--- src/rtl/aurora_pkg.sv ---
// Shared types and defaults for the Aurora-style TX scheduler: per-cycle
// ordered-set flags, scheduler state encoding and counter sizing helper.
package aurora_pkg;

    localparam int CC_PERIOD_DEFAULT = 10000;
    localparam int CC_LEN_DEFAULT    = 6;

    typedef struct packed {
        logic idle;
        logic scp;
        logic ecp;
        logic cc;
    } ordered_sets_t;

    typedef enum logic [2:0] {
        ST_DOWN,
        ST_IDLE,
        ST_SCP,
        ST_DATA,
        ST_ECP,
        ST_CC
    } sched_state_t;

    // Counter width that still works when the terminal count is 0.
    function automatic int cnt_width(input int n);
        return (n > 1) ? $clog2(n) : 1;
    endfunction

endpackage

--- src/rtl/tx_scheduler_if.sv ---
// TX user-beat handshake plus the ordered-set control symbols emitted per cycle.
// A beat transfers on a cycle where axi_valid && axi_ready; data_valid mirrors that.
interface tx_scheduler_if;
    import aurora_pkg::*;

    logic          axi_valid;
    logic          axi_last;
    logic          axi_ready;
    logic          data_valid;
    ordered_sets_t ordered_sets;

    modport master (
        output axi_valid, axi_last,
        input  axi_ready, data_valid, ordered_sets
    );

    modport slave (
        input  axi_valid, axi_last,
        output axi_ready, data_valid, ordered_sets
    );

endinterface

--- src/rtl/cc_timer.sv ---
// Free-running clock-compensation period counter with a sticky request flag
// that the scheduler consumes when it starts a CC burst.
module cc_timer import aurora_pkg::*; #(
    parameter int CC_PERIOD = CC_PERIOD_DEFAULT
) (
    input  logic clk,
    input  logic rst_n,
    input  logic clear,
    input  logic count_en,
    input  logic take,
    output logic cc_pending
);

    localparam int            CW       = cnt_width(CC_PERIOD);
    localparam logic [CW-1:0] CNT_LAST = CW'(CC_PERIOD - 1);

    logic [CW-1:0] cnt;
    logic          wrap;

    assign wrap = count_en && (cnt == CNT_LAST);

    always_ff @(posedge clk) begin
        if (!rst_n || clear) begin
            cnt        <= '0;
            cc_pending <= 1'b0;
        end else begin
            if (count_en) begin
                cnt <= wrap ? '0 : cnt + 1'b1;
            end
            // A fresh request landing on the consume edge must not be lost.
            if (wrap) begin
                cc_pending <= 1'b1;
            end else if (take) begin
                cc_pending <= 1'b0;
            end
        end
    end

endmodule

--- src/rtl/tx_scheduler.sv ---
// TX scheduler: frames user beats with SCP/ECP, fills gaps with idles and
// preempts the stream with periodic CC bursts without losing beats.
module tx_scheduler import aurora_pkg::*; #(
    parameter int CC_PERIOD = CC_PERIOD_DEFAULT,
    parameter int CC_LEN    = CC_LEN_DEFAULT
) (
    input  logic           clk,
    input  logic           rst_n,
    input  logic           channel_init_finished,
    tx_scheduler_if.slave  tx,
    output sched_state_t   state
);

    localparam int            BW         = cnt_width(CC_LEN);
    localparam logic [BW-1:0] BURST_LAST = BW'(CC_LEN - 1);

    sched_state_t  resume;
    logic [BW-1:0] burst_cnt;
    logic          cc_pending;
    logic          accept;
    logic          last_beat;
    logic          cc_enter;
    ordered_sets_t os;

    assign accept    = tx.axi_valid && tx.axi_ready;
    assign last_beat = accept && tx.axi_last;

    // Closing a frame outranks a pending CC; the CC then follows from idle.
    assign cc_enter = channel_init_finished && cc_pending &&
                      ((state == ST_IDLE) || ((state == ST_DATA) && !last_beat));

    cc_timer #(.CC_PERIOD(CC_PERIOD)) u_cc_timer (
        .clk        (clk),
        .rst_n      (rst_n),
        .clear      (!channel_init_finished),
        .count_en   (state != ST_DOWN),
        .take       (cc_enter),
        .cc_pending (cc_pending)
    );

    always_ff @(posedge clk) begin
        if (!rst_n || !channel_init_finished) begin
            state     <= ST_DOWN;
            resume    <= ST_IDLE;
            burst_cnt <= '0;
        end else begin
            case (state)
                ST_DOWN: state <= ST_IDLE;
                ST_IDLE: begin
                    if (cc_enter) begin
                        state     <= ST_CC;
                        resume    <= ST_IDLE;
                        burst_cnt <= '0;
                    end else if (tx.axi_valid) begin
                        state <= ST_SCP;
                    end
                end
                ST_SCP: state <= ST_DATA;
                ST_DATA: begin
                    if (last_beat) begin
                        state <= ST_ECP;
                    end else if (cc_enter) begin
                        state     <= ST_CC;
                        resume    <= ST_DATA;
                        burst_cnt <= '0;
                    end
                end
                ST_ECP: state <= ST_IDLE;
                ST_CC: begin
                    if (burst_cnt == BURST_LAST) begin
                        state <= resume;
                    end else begin
                        burst_cnt <= burst_cnt + 1'b1;
                    end
                end
                default: state <= ST_DOWN;
            endcase
        end
    end

    always_comb begin
        os      = '0;
        os.idle = (state == ST_IDLE) || ((state == ST_DATA) && !tx.axi_valid);
        os.scp  = (state == ST_SCP);
        os.ecp  = (state == ST_ECP);
        os.cc   = (state == ST_CC);
    end

    assign tx.ordered_sets = os;
    assign tx.axi_ready    = (state == ST_DATA);
    assign tx.data_valid   = accept;

endmodule

--- src/flat_wrapper.sv ---
// flat-port wrapper written by rule: the top's interface ports become plain ports
module tx_scheduler_flat import aurora_pkg::*;
#(
    parameter int CC_PERIOD = CC_PERIOD_DEFAULT,
    parameter int CC_LEN    = CC_LEN_DEFAULT
)
  (clk, rst_n, channel_init_finished, state, tx_axi_valid, tx_axi_last, tx_axi_ready, tx_data_valid, tx_ordered_sets);
  tx_scheduler_if tx_i ();
  input  logic clk;
  input  logic rst_n;
  input  logic channel_init_finished;
  output sched_state_t state;
  input wire logic [$bits(tx_i.axi_valid)-1:0] tx_axi_valid;
  input wire logic [$bits(tx_i.axi_last)-1:0] tx_axi_last;
  output wire logic [$bits(tx_i.axi_ready)-1:0] tx_axi_ready;
  output wire logic [$bits(tx_i.data_valid)-1:0] tx_data_valid;
  output wire logic [$bits(tx_i.ordered_sets)-1:0] tx_ordered_sets;
  assign tx_i.axi_valid = tx_axi_valid;
  assign tx_i.axi_last = tx_axi_last;
  assign tx_axi_ready = tx_i.axi_ready;
  assign tx_data_valid = tx_i.data_valid;
  assign tx_ordered_sets = tx_i.ordered_sets;
  tx_scheduler #(.CC_PERIOD(CC_PERIOD), .CC_LEN(CC_LEN)) u_core (.clk(clk), .rst_n(rst_n), .channel_init_finished(channel_init_finished), .tx(tx_i), .state(state));
endmodule
--- config.mk ---
export PLATFORM = sky130hd
export DESIGN_NAME = tx_scheduler_flat
export DESIGN_NICKNAME = d
export VERILOG_FILES = /design/src/rtl/aurora_pkg.sv /design/src/rtl/tx_scheduler_if.sv /design/src/rtl/cc_timer.sv /design/src/rtl/tx_scheduler.sv /design/src/flat_wrapper.sv
export SDC_FILE = /design/constraint.sdc
export NUM_CORES = 1
export LEC_CHECK = 0
export BUFFER_PORTS_ARGS = -buffer_cell sky130_fd_sc_hd__buf_2
export CORE_ASPECT_RATIO = 1.5
export CORE_MARGIN = 10
export CORE_UTILIZATION = 53
export CTS_BUF_LIST = sky130_fd_sc_hd__clkbuf_4 sky130_fd_sc_hd__clkbuf_8
export DETAILED_ROUTE_END_ITERATION = 7
export GPL_ROUTABILITY_DRIVEN = 0
export GPL_TIMING_DRIVEN = 1
export PLACE_DENSITY = 0.88
export SYNTH_ARGS = -nofsm -noshare
export SYNTH_HDL_FRONTEND = slang
export SYNTH_HIERARCHICAL = 1
export SYNTH_SLANG_ARGS = --single-unit
export TNS_END_PERCENT = 5
--- constraint.sdc ---
create_clock -name clk -period 1.7 [get_ports clk]
set_input_delay 0.51 -clock clk [delete_from_list [all_inputs] [get_ports clk]]
set_output_delay 0.51 -clock clk [all_outputs]
set_load 0.05 [all_outputs]
**Yosys cells after proc, flatten, opt, wreduce, memory -nomap -nowiden**

Index checks and enable logic that the tools add are counted.

- Register bits: 24
- Input port bits: 5
- Output and inout bits: 9
- Word-level logic and storage cells: 61

- Add/subtract/negate cells: 2
- Eq/ne operators: 14
- Mux-type cells: 17
- Reduce and logical (&&, ||, !) cells: 23

Operators by type and width:

| operator | number |
|---|---|
| two-way mux 3 bit | 11 |
| one-hot mux 3 bit (5 select lines) | 1 |
| adder 14 x 1 -> 14 bit, second input constant | 1 |
| equality test 14 bit, second input constant | 1 |
| two-way mux 14 bit | 1 |
| equality test 3 bit, second input constant | 3 |
| one-hot mux 3 bit (3 select lines) | 1 |
| logical AND 1 bit | 7 |
| equality test 3 x 2 -> 1 bit, second input constant | 2 |
| != test 2 bit, second input constant | 3 |
| one-hot mux 3 bit (2 select lines) | 1 |
| AND reduction 3 bit | 2 |
| nonzero test 3 bit | 2 |
| zero test 1 bit | 4 |
| != test 2 x 1 -> 1 bit, second input constant | 2 |
| AND reduction 4 bit | 1 |
| nonzero test 2 bit | 2 |
| adder 3 x 1 -> 3 bit, second input constant | 1 |
| equality test 3 x 1 -> 1 bit, second input constant | 1 |
| zero test 3 bit | 1 |
| logical OR 1 bit | 3 |
| != test 3 x 2 -> 1 bit, second input constant | 1 |
| != test 3 bit, second input constant | 1 |
| two-way mux 1 bit | 2 |
| OR reduction 2 bit | 1 |

**Depth between registers and ports, before layout**

Gate-level depths: netlist of run 1.

- Depth in word-level cells: 10
- Mapped depth: 8

**By module**

Netlist of run 1, hierarchy kept.

By module, submodules not included:

| module | instances | cells each | area an instance (µm²) | seq. area each (µm²) |
|---|---|---|---|---|
| cc_timer | 1 | 79 | 690.7 | 300.3 |
| tx_scheduler | 1 | 55 | 462.9 | 140.1 |

**Worst setup path after synthesis of run 1**

OpenSTA, ideal clock, no wires.

- Path type: reg-to-reg
- Start point: register u_core.state[1]
- End point: register u_core.state[1]
- Library setup time: 0.103 ns
- Arrival time: 2.546 ns
- Data required time: 1.597 ns
- Slack: -0.949 ns
- Cell stages (with the launch flop): 6
- Path through: dfxtp_1 > buf_6 > inv_1 > nor3_1 > nor3_1 > a2111oi_2

RTL lines:

| what | line | text |
|---|---|---|
| start: declaration | tx_scheduler.sv:11 | `output sched_state_t state` |
| start signal: assignment | tx_scheduler.sv:71 | `state <= resume;` |
| equality test 3 x 2 -> 1 bit | - |  |
| named net tx_ordered_sets[2] | flat_wrapper.sv:17 | `output wire logic [$bits(tx_i.ordered_sets)-1:0] tx_ordered_sets;` |
| one-hot mux 3 bit (5 select lines) | tx_scheduler.sv:47 | `case (state)` |

The timed path passes the listed nets, and every way through them passes these cells.
A chain may end at the register's enable or synchronous reset.

**Worst setup path after layout of run 1**

- Start point: register u_core.state[2]
- End point: output tx_ordered_sets[2]

- Word-level cells in the longest chain between the ends: 1

Ends and longest elaborated chain:

| what | line | text |
|---|---|---|
| equality test 3 x 2 -> 1 bit | tx_scheduler.sv:84 | `os.scp = (state == ST_SCP);` |
| end: declaration | flat_wrapper.sv:17 |  |

Every way passes these cells.

==> results.txt, run 1 <==
----------------------------------------------------
[Run status]
  Result of the run ... finished with violations
  Violations in the final reports ... negative setup slack

[Die]
  Placeable core area ... approximately 2100 um2
  Number of rows in the core area ... 20
  Y dimension of the die ... 77.14 um
  Die area ... 4481 um2
  Die outline width ... 58.10 um
  Starting utilization of the core area ... 0.5622
  Io pins ... 14

[Worst hold path]
  Startpoint of the lowest-slack hold path ... u_core/burst_cnt[1]
  Worst Hold Path EP ... u_core/burst_cnt[1]
  Hold WC Path Type ... flip-flop to flip-flop
  Worst hold path stage count ... 2

[Clocking]
  Clock tree buffer depth ... 2
  Clock tree from TritonCTS ... done
  TritonCTS buffer count ... 3
  Library cell used as clock root buffer ... sky130_fd_sc_hd__clkbuf_4
  CTS sink count ... 22
  Clock-pin slew on the worst setup and hold paths ... roughly 0.13 ns
  CTS H-Tree Depth ... 1
  Latest clock arrival within the worst-skew pair ... between 0.3 and 0.4 ns

[Route]
  Total via count in the routed design ... between 1,000 and 1,500
  Avg WL per Cell ... between 15 and 20 um
  TritonRoute pass-1 iters ... 4
  Detail Route Antenna Nets ... 0
  Vias per cell ... between 6 and 7
  First-iteration detailed-routing DRC count ... 54
  Post-detailed-routing wire length ... about 3.2 mm
  Final routed DRC violation total ... 0

[Final layout]
  Fillers ... between 100 and 150
  Number of diodes ... 0
  Area taken by multi-input logic gates ... a little over 700 um2
  Finished Layout Cells ... 185
  Nets@finish ... between 150 and 200
  Share of layout cells above drive strength 1 ... 0.3190
  FF/Latch Area ... approximately 450 um2
  Syn-to-layout area delta ... 32.00%

[Worst setup path]
  Category of the worst setup path capture point ... output port
  R2r endpoint ... u_core/state[1]
  Largest delay share family, worst path ... flip-flops
  Required time worst endpoint ... approximately 1.2 ns
  Crit path top cell by count ... sky130_fd_sc_hd__buf_6
  Worst Path Class, Setup ... flip-flop to output port
  Buffers & Inverters on Critical Path ... 2
  R2R Setup Slk ... -0.01 ns
  Largest fanout of any net on the critical path ... 6
  Category of the worst setup path launch point ... flip-flop
  Reg2Reg Launch Point ... u_core/state[1]
  Cells on worst reg2reg path ... 6
  Slowest Stage Delay on Critical Path ... ~0.4 ns
  Ordered list of cells on the worst path ... buf_6 > nor3_4 > buf_6
  CP Data Arrival Time ... roughly 1.2 ns
  Slowest library cell on the worst path ... sky130_fd_sc_hd__dfxtp_4

[STA]
  Achievable clock frequency ... 571.6 MHz
  Remaining max-slew budget at the tightest pin ... 0.7721
  Final period utilization ... 1.029
  Unrepaired setup endpoints after global routing ... yes
  Crit path setup slack, layout ... -0.04955 ns
  Slew at the pin closest to its max-slew limit ... roughly 0.34 ns
  Final hold viol count ... 0
  Total of endpoints with negative setup slack in the final report ... 6
  Final critical-path required period ... roughly 1.7 ns
  Worst setup skew after layout ... approximately 0.0056 ns
  Pins over their slew limit ... 0

[Global routing]
  Global-route wire length before repair ... between 4 and 5 mm
  Antenna violations before repair ... 0
  Via count of the first global-routing pass ... between 1,000 and 1,500
  Gr ovfl total ... 0
  GRT Util Overall ... 0.1336
  Pin count of the biggest net entering global routing ... 14

[Synthesis]
  Warning count from the yosys run ... 6
  Count of flip-flops with a built-in enable after synthesis ... 0
  Gate Count Post-Synth ... between 100 and 150
  Average instance area after synthesis ... 8.609 um2
  Fraction of synthesis flops using an asynchronous set or reset pin ... 0
  Portion of synthesized cell area occupied by the leading cell type ... 0.3818
  Cells taking the most area after synthesis ... sky130_fd_sc_hd__dfxtp_1, sky130_fd_sc_hd__a21oi_1, sky130_fd_sc_hd__nor2_1, sky130_fd_sc_hd__xor2_1, sky130_fd_sc_hd__nand2b_1
  Seq/Total Area, Yosys ... 0.3818
  Mapped Area ... roughly 1200 um2
  #FFs+latches synth ... 22
  Syn nets ... 142
  Dominant register cell in the synthesized netlist ... sky130_fd_sc_hd__dfxtp_1
  Cell taking the most area after synthesis ... sky130_fd_sc_hd__dfxtp_1
  Number of distinct library cells after synthesis ... 37

[Power and ir drop]
  Worst vdd ir ... 0.6018 mV
  Pwr per Cell Area ... a little over 700 nW/um2
  Reported leakage power ... between 0.5 and 0.6 nW
  Overall power consumption ... ~0.0011 W

[Job]
  Max-cap violation count ... 0

[Placement]
  # port buffers ... 13
  Half-perimeter wire length after placement ... ~2.0 mm
  Total instance count after detailed placement ... 173

----------------------------------------------------
## through the flow
step	utilization	TNS (ns)	hold WS [ns]	cell area, um2	setup slack (ns)
6_report	0.7421	-0.1383	0.4925	1523	-0.04955
5_1_grt	0.7421	-1.051	0.5205	1523	-0.09377
4_1_cts	0.7134	-0.1039	0.4875	1464	-0.05476
3_5_place_dp	0.6384	0	0.4695	1310	0.04458
3_3_place_gp	0.6384	0	0.4579	1310	0.1140
2_1_floorplan	-	-0.3431	0.4486	1189	-0.1012
## tightest hold or removal path, cell delays in order, from the launching register on
cell and delay [ns]:
sky130_fd_sc_hd__dfxtp_1 0.35, sky130_fd_sc_hd__nand2_1 0.06, sky130_fd_sc_hd__a21oi_1 0.05
## kinds of logic (layout without fill, tap and decap cells)
group,after synthesis,in the layout,share of synthesized area
AOI/OAI and AO/OA,21,21,0.1236
xor gates and xnor gates,10,10,0.07592
adders and majority gates,3,3,0.03254
buffers and inverters,8,37,0.04012
DFF,22,22,0.3818
muxes,1,1,0.008677
and+or+nand+nor,69,69,0.3373
## Yosys cell counts (2+ instances only)
master / number
sky130_fd_sc_hd__buf_4: 2
sky130_fd_sc_hd__and2_1: 2
sky130_fd_sc_hd__and3_1: 4
sky130_fd_sc_hd__ha_1: 3
sky130_fd_sc_hd__and4_1: 3
sky130_fd_sc_hd__xor2_1: 6
sky130_fd_sc_hd__nand3b_1: 2
sky130_fd_sc_hd__xnor2_1: 4
sky130_fd_sc_hd__nand3_1: 7
sky130_fd_sc_hd__nand4_1: 4
sky130_fd_sc_hd__a21oi_1: 12
sky130_fd_sc_hd__inv_1: 3
sky130_fd_sc_hd__o21ai_0: 3
sky130_fd_sc_hd__dfxtp_1: 22
sky130_fd_sc_hd__nand2_1: 7
sky130_fd_sc_hd__nor2_1: 15
sky130_fd_sc_hd__nand2b_1: 7
sky130_fd_sc_hd__or3_1: 4
sky130_fd_sc_hd__nor3_1: 6
## worst max path at each step
stage	start	endpoint	slack, ns	cells past startpoint
global route	u_core/state[2]	tx_ordered_sets[2]	-0.09	3
detailed placement	tx_axi_last	u_core/state[1]	0.04	5
finish	u_core/state[2]	tx_ordered_sets[2]	-0.05	3
global placement	tx_axi_last	u_core/state[1]	0.11	5
floorplan	u_core/state[0]	tx_ordered_sets[3]	-0.10	2
CTS	u_core/state[1]	tx_ordered_sets[2]	-0.05	3
## flip-flops by register name (all words and copies together), names as in the netlist
| register | flops |
|---|---|
| u_core/state | 3 |
| u_core/burst_cnt | 3 |
| u_core/u_cc_timer/cnt | 14 |
| u_core/resume | 1 |
| u_core/u_cc_timer/cc_pending | 1 |
## cell usage in the layout, fill, tap and decap left out, types with 2 or more instances in the layout
cell type,instances
sky130_fd_sc_hd__dfxtp_1,19
sky130_fd_sc_hd__nor2_1,14
sky130_fd_sc_hd__buf_4,13
sky130_fd_sc_hd__a21oi_1,11
sky130_fd_sc_hd__buf_2,7
sky130_fd_sc_hd__nand3_1,7
sky130_fd_sc_hd__nand2_1,7
sky130_fd_sc_hd__nand2b_1,6
sky130_fd_sc_hd__xor2_1,6
sky130_fd_sc_hd__buf_6,5
sky130_fd_sc_hd__nor3_1,5
sky130_fd_sc_hd__or3_1,4
sky130_fd_sc_hd__nand4_1,4
sky130_fd_sc_hd__xnor2_1,4
sky130_fd_sc_hd__clkbuf_4,3
sky130_fd_sc_hd__buf_8,3
sky130_fd_sc_hd__inv_1,3
sky130_fd_sc_hd__o21ai_0,3
sky130_fd_sc_hd__ha_1,3
sky130_fd_sc_hd__dfxtp_4,3
sky130_fd_sc_hd__and3_1,3
sky130_fd_sc_hd__and2_1,2
sky130_fd_sc_hd__nand3b_1,2
sky130_fd_sc_hd__a21oi_2,2
sky130_fd_sc_hd__and4_1,2
## timing repair
item / CTS / global route
setup endpoints to repair: 6 / 21
resized for setup: 18 / 10
hold buffers: 0 / 0
setup buffers: 4 / 4
pin swaps: 1 / 3
## final cells by class
type / instances / share of cell area
clock inverters: 1 / 0.01972
clock buffers: 3 / 0.01479
multi-input cells: 104 / 0.4741
inverters: 4 / 0.009860
flip-flops and latches: 22 / 0.2966
repair buffers: 29 / 0.1668
well taps: 22 / 0.01808
## routing by layer
layer | vias up | part of all wire | global-route usage
li1 | 540 | - | -
met1 | 529 | 0.40 | 0.1215
met2 | 46 | 0.53 | 0.2575
met3 | 12 | 0.044 | 0.02471
met4 | 0 | 0.025 | 0.07311
met5 | - | 0 | 0
## power by group
part,internal [W],switching [W],total (W)
sequential,0.000518,0.00000918,0.000528
clock,0.000238,0.000166,0.000404
combinational,0.0000612,0.0000874,0.000149
total,0.000818,0.000262,0.00108
Power figures use the tool's default switching activity.
==> run 2, diff against run 1 <==
- PLACE_DENSITY: 0.88 -> 0.85
- clock period: 1.7 -> 2 ns (I/O delays scaled with it)
==> run 2 against run 1 <==
The run now ends clean. Flip-flop and latch count did not move. Power fell by 19%. Worst hold slack improved by 0.0060 ns. Global-route usage fell by 1.7 points. Cell area fell by 12%. Register-to-register slack improved by 0.24 ns. Sequential power fell by 15%. First-iteration DRC count fell by 54%. Largest cell class unchanged. Highest routed layer unchanged.
==> results.txt, run 2 (synthesis results as in run 1) <==
----------------------------------------------------
[Clocking]
  CTS H-Tree Depth ... 1
  Clock tree buffer depth ... 2
  Resize count post-CTS ... 3
  Post-CTS repair timing setup buffer count ... 0
  TritonCTS buffer count ... 3
  Library cell used as clock root buffer ... sky130_fd_sc_hd__clkbuf_4
  Clock tree from TritonCTS ... done
  CTS sink count ... 22
  Clock-pin slew on the worst setup and hold paths ... about 0.12 ns
  # hold bufs at CTS ... 0
  Latest clock arrival within the worst-skew pair ... between 0.3 and 0.4 ns

[Final layout]
  Fillers ... approximately 180
  Max FFs per register ... 14
  Nets@finish ... between 150 and 200
  Share of layout cells above drive strength 1 ... 0.2333
  Finished Layout Cells ... around 170
  Largest reg by FF count ... u_core/u_cc_timer/cnt
  FF/Latch Area ... around 450 um2
  Registers with the most flip-flops ... u_core/u_cc_timer/cnt (14), u_core/burst_cnt (3), u_core/state (3)
  Syn-to-layout area delta ... 15.51%
  Post-route standard cell area excluding fillers ... ~1300 um2
  Most common library cell in the layout ignoring fill and taps ... sky130_fd_sc_hd__dfxtp_1
  Most used cells in the layout excluding fill and tap cells ... sky130_fd_sc_hd__dfxtp_1, sky130_fd_sc_hd__nor2_1, sky130_fd_sc_hd__a21oi_1
  Number of diodes ... 0
  Area taken by multi-input logic gates ... between 600 and 700 um2

[Global routing]
  GRT Util Overall ... 0.1171
  Antenna violations before repair ... 0
  Via count of the first global-routing pass ... 1,096
  Global-route wire length before repair ... roughly 4.3 mm
  Pin count of the biggest net entering global routing ... 14
  Gr ovfl total ... 0

[Route]
  Avg WL per Cell ... approximately 14 um
  First-iteration detailed-routing DRC count ... 25
  Vias per cell ... slightly below 6
  Detail Route Antenna Nets ... 0
  Post-detailed-routing wire length ... approximately 2.5 mm
  TritonRoute pass-1 iters ... 5
  Final routed DRC violation total ... 0
  Total via count in the routed design ... about 1,000

[Die]
  Io pins ... 14
  Die area ... approximately 4500 um2
  Starting utilization of the core area ... 0.5622
  Die outline width ... ~58 um
  Placeable core area ... 2052 um2
  Y dimension of the die ... 77.14 um
  Number of rows in the core area ... 20

[STA]
  Remaining max-slew budget at the tightest pin ... 0.7162
  Pins over their slew limit ... 0
  Final critical-path required period ... ~1.9 ns
  Total Neg Setup Slack ... 0 ns
  Slew at the pin closest to its max-slew limit ... 0.4257 ns
  Unrepaired setup endpoints after global routing ... no
  Final period utilization ... 0.9540
  Final hold viol count ... 0
  Crit path setup slack, layout ... around 0.092 ns
  Total of endpoints with negative setup slack in the final report ... 0
  Worst setup skew after layout ... about 0.0034 ns
  Achievable clock frequency ... ~520 MHz

[Worst setup path]
  Category of the worst setup path launch point ... flip-flop
  Slowest Stage Delay on Critical Path ... roughly 0.42 ns
  Largest fanout of any net on the critical path ... 9
  Worst Path Class, Setup ... flip-flop to output port
  CP Data Arrival Time ... approximately 1.3 ns
  Slowest library cell on the worst path ... sky130_fd_sc_hd__dfxtp_4
  Ordered list of cells on the worst path ... nor2b_1 > and3_1 > clkbuf_4
  Category of the worst setup path capture point ... output port
  Required time worst endpoint ... approximately 1.4 ns
  Cells on worst reg2reg path ... 5

[Placement]
  Placed instance area ... between 1000 and 1500 um2
  Total instance count after detailed placement ... about 170
  Half-perimeter wire length after placement ... around 1.9 mm
  # port buffers ... 13
  Placement-stage worst setup slack ... 0.2211 ns

[Power and ir drop]
  Overall power consumption ... between 0.0008 and 0.0009 W
  Worst vdd ir ... roughly 0.44 mV
  Pwr per Cell Area ... 652.8 nW/um2
  Reported leakage power ... about 0.49 nW

[Worst hold path]
  Hold WC Path Type ... flip-flop to flip-flop
  Worst hold path stage count ... 2

[Job]
  Max-cap violation count ... 0

[Run status]
  Result of the run ... finished clean

----------------------------------------------------
## run 2: changes by cell type in the layout (fill, tap and decap cells not counted), sizes merged
cell    previous run  this run
clkbuf             3         6
buf               29        13
## run 2: metal layers
layer	track usage	vias up	share of wire
li1	-	510	-
met4	0.06840	0	0.038
met5	0	-	0
met3	0.02801	11	0.029
met2	0.2241	23	0.56
met1	0.1025	480	0.37
## run 2: final cells by class
| cell class | count | area share |
|---|---|---|
| multi-input cells | 104 | 0.5192 |
| flip-flops and latches | 22 | 0.3362 |
| repair buffers | 16 | 0.07324 |
| clock inverters | 1 | 0.02254 |
| well taps | 22 | 0.02066 |
| clock buffers | 3 | 0.01690 |
| inverters | 4 | 0.01127 |
## run 2: per-stage QoR
step           utilization  hold slack [ns]
5_1_grt             0.6494           0.5260
4_1_cts             0.6421           0.4955
6_report            0.6494           0.4986
3_3_place_gp        0.6140           0.4602
2_1_floorplan            -           0.4486
3_5_place_dp        0.6140           0.4757
## run 2: worst max-delay path: cells and delay by family, from the launching register on
kind,cells,cell delay [ns]
AND/OR/NAND/NOR,2,0.35
flip-flops,1,0.42
buffers and inverters,1,0.22
## run 2: where the power goes
group          switching (W)   total, W  internal [W]
Sequential        0.00000765   0.000449      0.000441
Combinational      0.0000599  0.0000864     0.0000265
Clock               0.000132   0.000335      0.000203
Total               0.000200   0.000870      0.000670
## run 2: worst paths after layout
path | slack (ns) | end | start
worst max-delay path | 0.09 | tx_data_valid | u_core/state[0]
worst min-delay path | 0.50 | u_core/burst_cnt[1] | u_core/burst_cnt[1]
worst max register to register | 0.23 | u_core/u_cc_timer/cnt[13] | u_core/state[0]
worst min register to register | 0.50 | u_core/burst_cnt[1] | u_core/burst_cnt[1]
==> run 3, diff against run 2 <==
- RECOVER_POWER: default -> 100
==> run 3 against run 2 <==
Setup slack improved by 0.0014 ns. Fmax about the same. Register-to-register slack about the same. Via count is 0.98% lower. Sequential power hardly changed. Non-clock buffer count unchanged. Routed wire length fell by 0.48%. Largest cell class unchanged. Largest power group unchanged.
==> results.txt, run 3 (synthesis results as in run 1) <==
----------------------------------------------------
[STA]
  Unrepaired setup endpoints after global routing ... no
  Pins over their slew limit ... 0
  Final period utilization ... 0.9533
  Slew at the pin closest to its max-slew limit ... approximately 0.6 ns
  Achievable clock frequency ... ~520 MHz
  Crit path setup slack, layout ... approximately 0.093 ns
  Final critical-path required period ... about 1.9 ns
  Total of endpoints with negative setup slack in the final report ... 0
  Total Neg Setup Slack ... 0 ns
  Remaining max-slew budget at the tightest pin ... 0.6000
  Final hold viol count ... 0
  Worst setup skew after layout ... between 0.004 and 0.005 ns

[Global routing]
  Global-route wire length before repair ... 4.340 mm
  Gr ovfl total ... 0
  GRT Util Overall ... 0.1171
  Via count of the first global-routing pass ... 1,096
  Antenna violations before repair ... 0
  Pin count of the biggest net entering global routing ... 14

[Route]
  Post-detailed-routing wire length ... roughly 2.5 mm
  Final routed DRC violation total ... 0
  Detail Route Antenna Nets ... 0
  Vias per cell ... just under 6
  Avg WL per Cell ... around 14 um
  First-iteration detailed-routing DRC count ... 22
  Total via count in the routed design ... about 1,000
  TritonRoute pass-1 iters ... 2

[Run status]
  Result of the run ... finished clean

[Placement]
  Half-perimeter wire length after placement ... 1.949 mm
  Placement-stage worst setup slack ... 0.2211 ns
  # port buffers ... 13

[Clocking]
  # hold bufs at CTS ... 0
  Clock tree from TritonCTS ... done
  CTS H-Tree Depth ... 1
  TritonCTS buffer count ... 3
  CTS sink count ... 22
  Library cell used as clock root buffer ... sky130_fd_sc_hd__clkbuf_4
  Clock tree buffer depth ... 2
  Latest clock arrival within the worst-skew pair ... roughly 0.31 ns
  Clock-pin slew on the worst setup and hold paths ... 0.12 ns

[Final layout]
  Area taken by multi-input logic gates ... 673.1 um2
  Nets@finish ... 159
  Registers with the most flip-flops ... u_core/u_cc_timer/cnt (14), u_core/burst_cnt (3), u_core/state (3)
  Largest reg by FF count ... u_core/u_cc_timer/cnt
  Syn-to-layout area delta ... 13.12%
  Final Util ... 0.6360
  Most used cells in the layout excluding fill and tap cells ... sky130_fd_sc_hd__dfxtp_1, sky130_fd_sc_hd__nor2_1, sky130_fd_sc_hd__a21oi_1
  Fillers ... ~180
  Share of layout cells above drive strength 1 ... 0.1867
  FF/Latch Area ... roughly 450 um2
  Most common library cell in the layout ignoring fill and taps ... sky130_fd_sc_hd__dfxtp_1
  Number of diodes ... 0
  Max FFs per register ... 14

[Die]
  Y dimension of the die ... between 70 and 80 um
  Placeable core area ... around 2000 um2
  Starting utilization of the core area ... 0.5622
  Die area ... ~4500 um2
  Io pins ... 14
  Die outline width ... 58.10 um
  Number of rows in the core area ... 20

[Worst hold path]
  Worst hold path stage count ... 2
  Hold WC Path Type ... flip-flop to flip-flop
  Startpoint of the lowest-slack hold path ... u_core/burst_cnt[1]

[Worst setup path]
  Category of the worst setup path launch point ... flip-flop
  CP Data Arrival Time ... roughly 1.3 ns
  Worst Setup SP ... u_core/state[0]
  Cells on worst reg2reg path ... 5
  Required time worst endpoint ... between 1 and 1.5 ns
  Worst Path Class, Setup ... flip-flop to output port
  R2R Setup Slk ... 0.23 ns
  Reg2Reg Launch Point ... u_core/state[0]
  Largest fanout of any net on the critical path ... 9
  Category of the worst setup path capture point ... output port

[Power and ir drop]
  Reported leakage power ... 0.4686 nW
  Pwr per Cell Area ... between 600 and 700 nW/um2
  Worst vdd ir ... 0.4444 mV

[Job]
  Max-cap violation count ... 0

----------------------------------------------------
-- run 3: per-stage QoR --
step	hold slack [ns]	instance area (um2)	cells	total power, W
after floorplan	0.4486	1176	134	0.0005252
after global placement	0.4602	1260	168	0.0005412
after detailed placement	0.4757	1260	168	0.0005438
after CTS	0.4955	1318	172	0.0008814
after global routing	0.5260	1305	172	0.0009052
final	0.4986	1305	172	0.0008665
-- run 3: path summary, 6_finish.rpt --
path                                    end
hold reg to reg         u_core/burst_cnt[1]
hold / removal          u_core/burst_cnt[1]
setup / recovery              tx_data_valid
setup reg to reg  u_core/u_cc_timer/cnt[13]
-- run 3: report_power, final --
group          internal, W  switching, W
registers         0.000441    0.00000767
clock network     0.000203      0.000131
logic            0.0000251     0.0000584
total             0.000669      0.000198
-- run 3: final cells by class --
cell class | count | area share
Inverter | 4 | 0.01151
Clock inverter | 1 | 0.02301
Timing Repair Buffer | 16 | 0.06807
Sequential cell | 22 | 0.3432
Clock buffer | 3 | 0.01726
Multi-Input combinational cell | 104 | 0.5158
Tap cell | 22 | 0.02109
-- run 3: worst max-delay path, stage by stage, from the launching register on --
cell                       delay, ns
sky130_fd_sc_hd__dfxtp_4        0.42
sky130_fd_sc_hd__nor2b_1        0.18
sky130_fd_sc_hd__and3_1         0.17
sky130_fd_sc_hd__clkbuf_4       0.22
-- run 3: routing by layer --
layer | vias up | track usage | routed length (um) | part of all wire
met1 | 478 | 0.1025 | 938 | 0.38
met3 | 9 | 0.02801 | 59 | 0.024
met5 | - | 0 | 0 | 0
met2 | 17 | 0.2241 | 1391 | 0.56
li1 | 510 | - | - | -
met4 | 0 | 0.06840 | 76 | 0.031
-- run 3: timing repair --
item / CTS / global route
endpoints found under the hold margin: 0 / 0
setup buffers: 0 / 0
gates resized for setup: 3 / 6
setup endpoints to repair: 4 / 4
cloned: 0 / 0
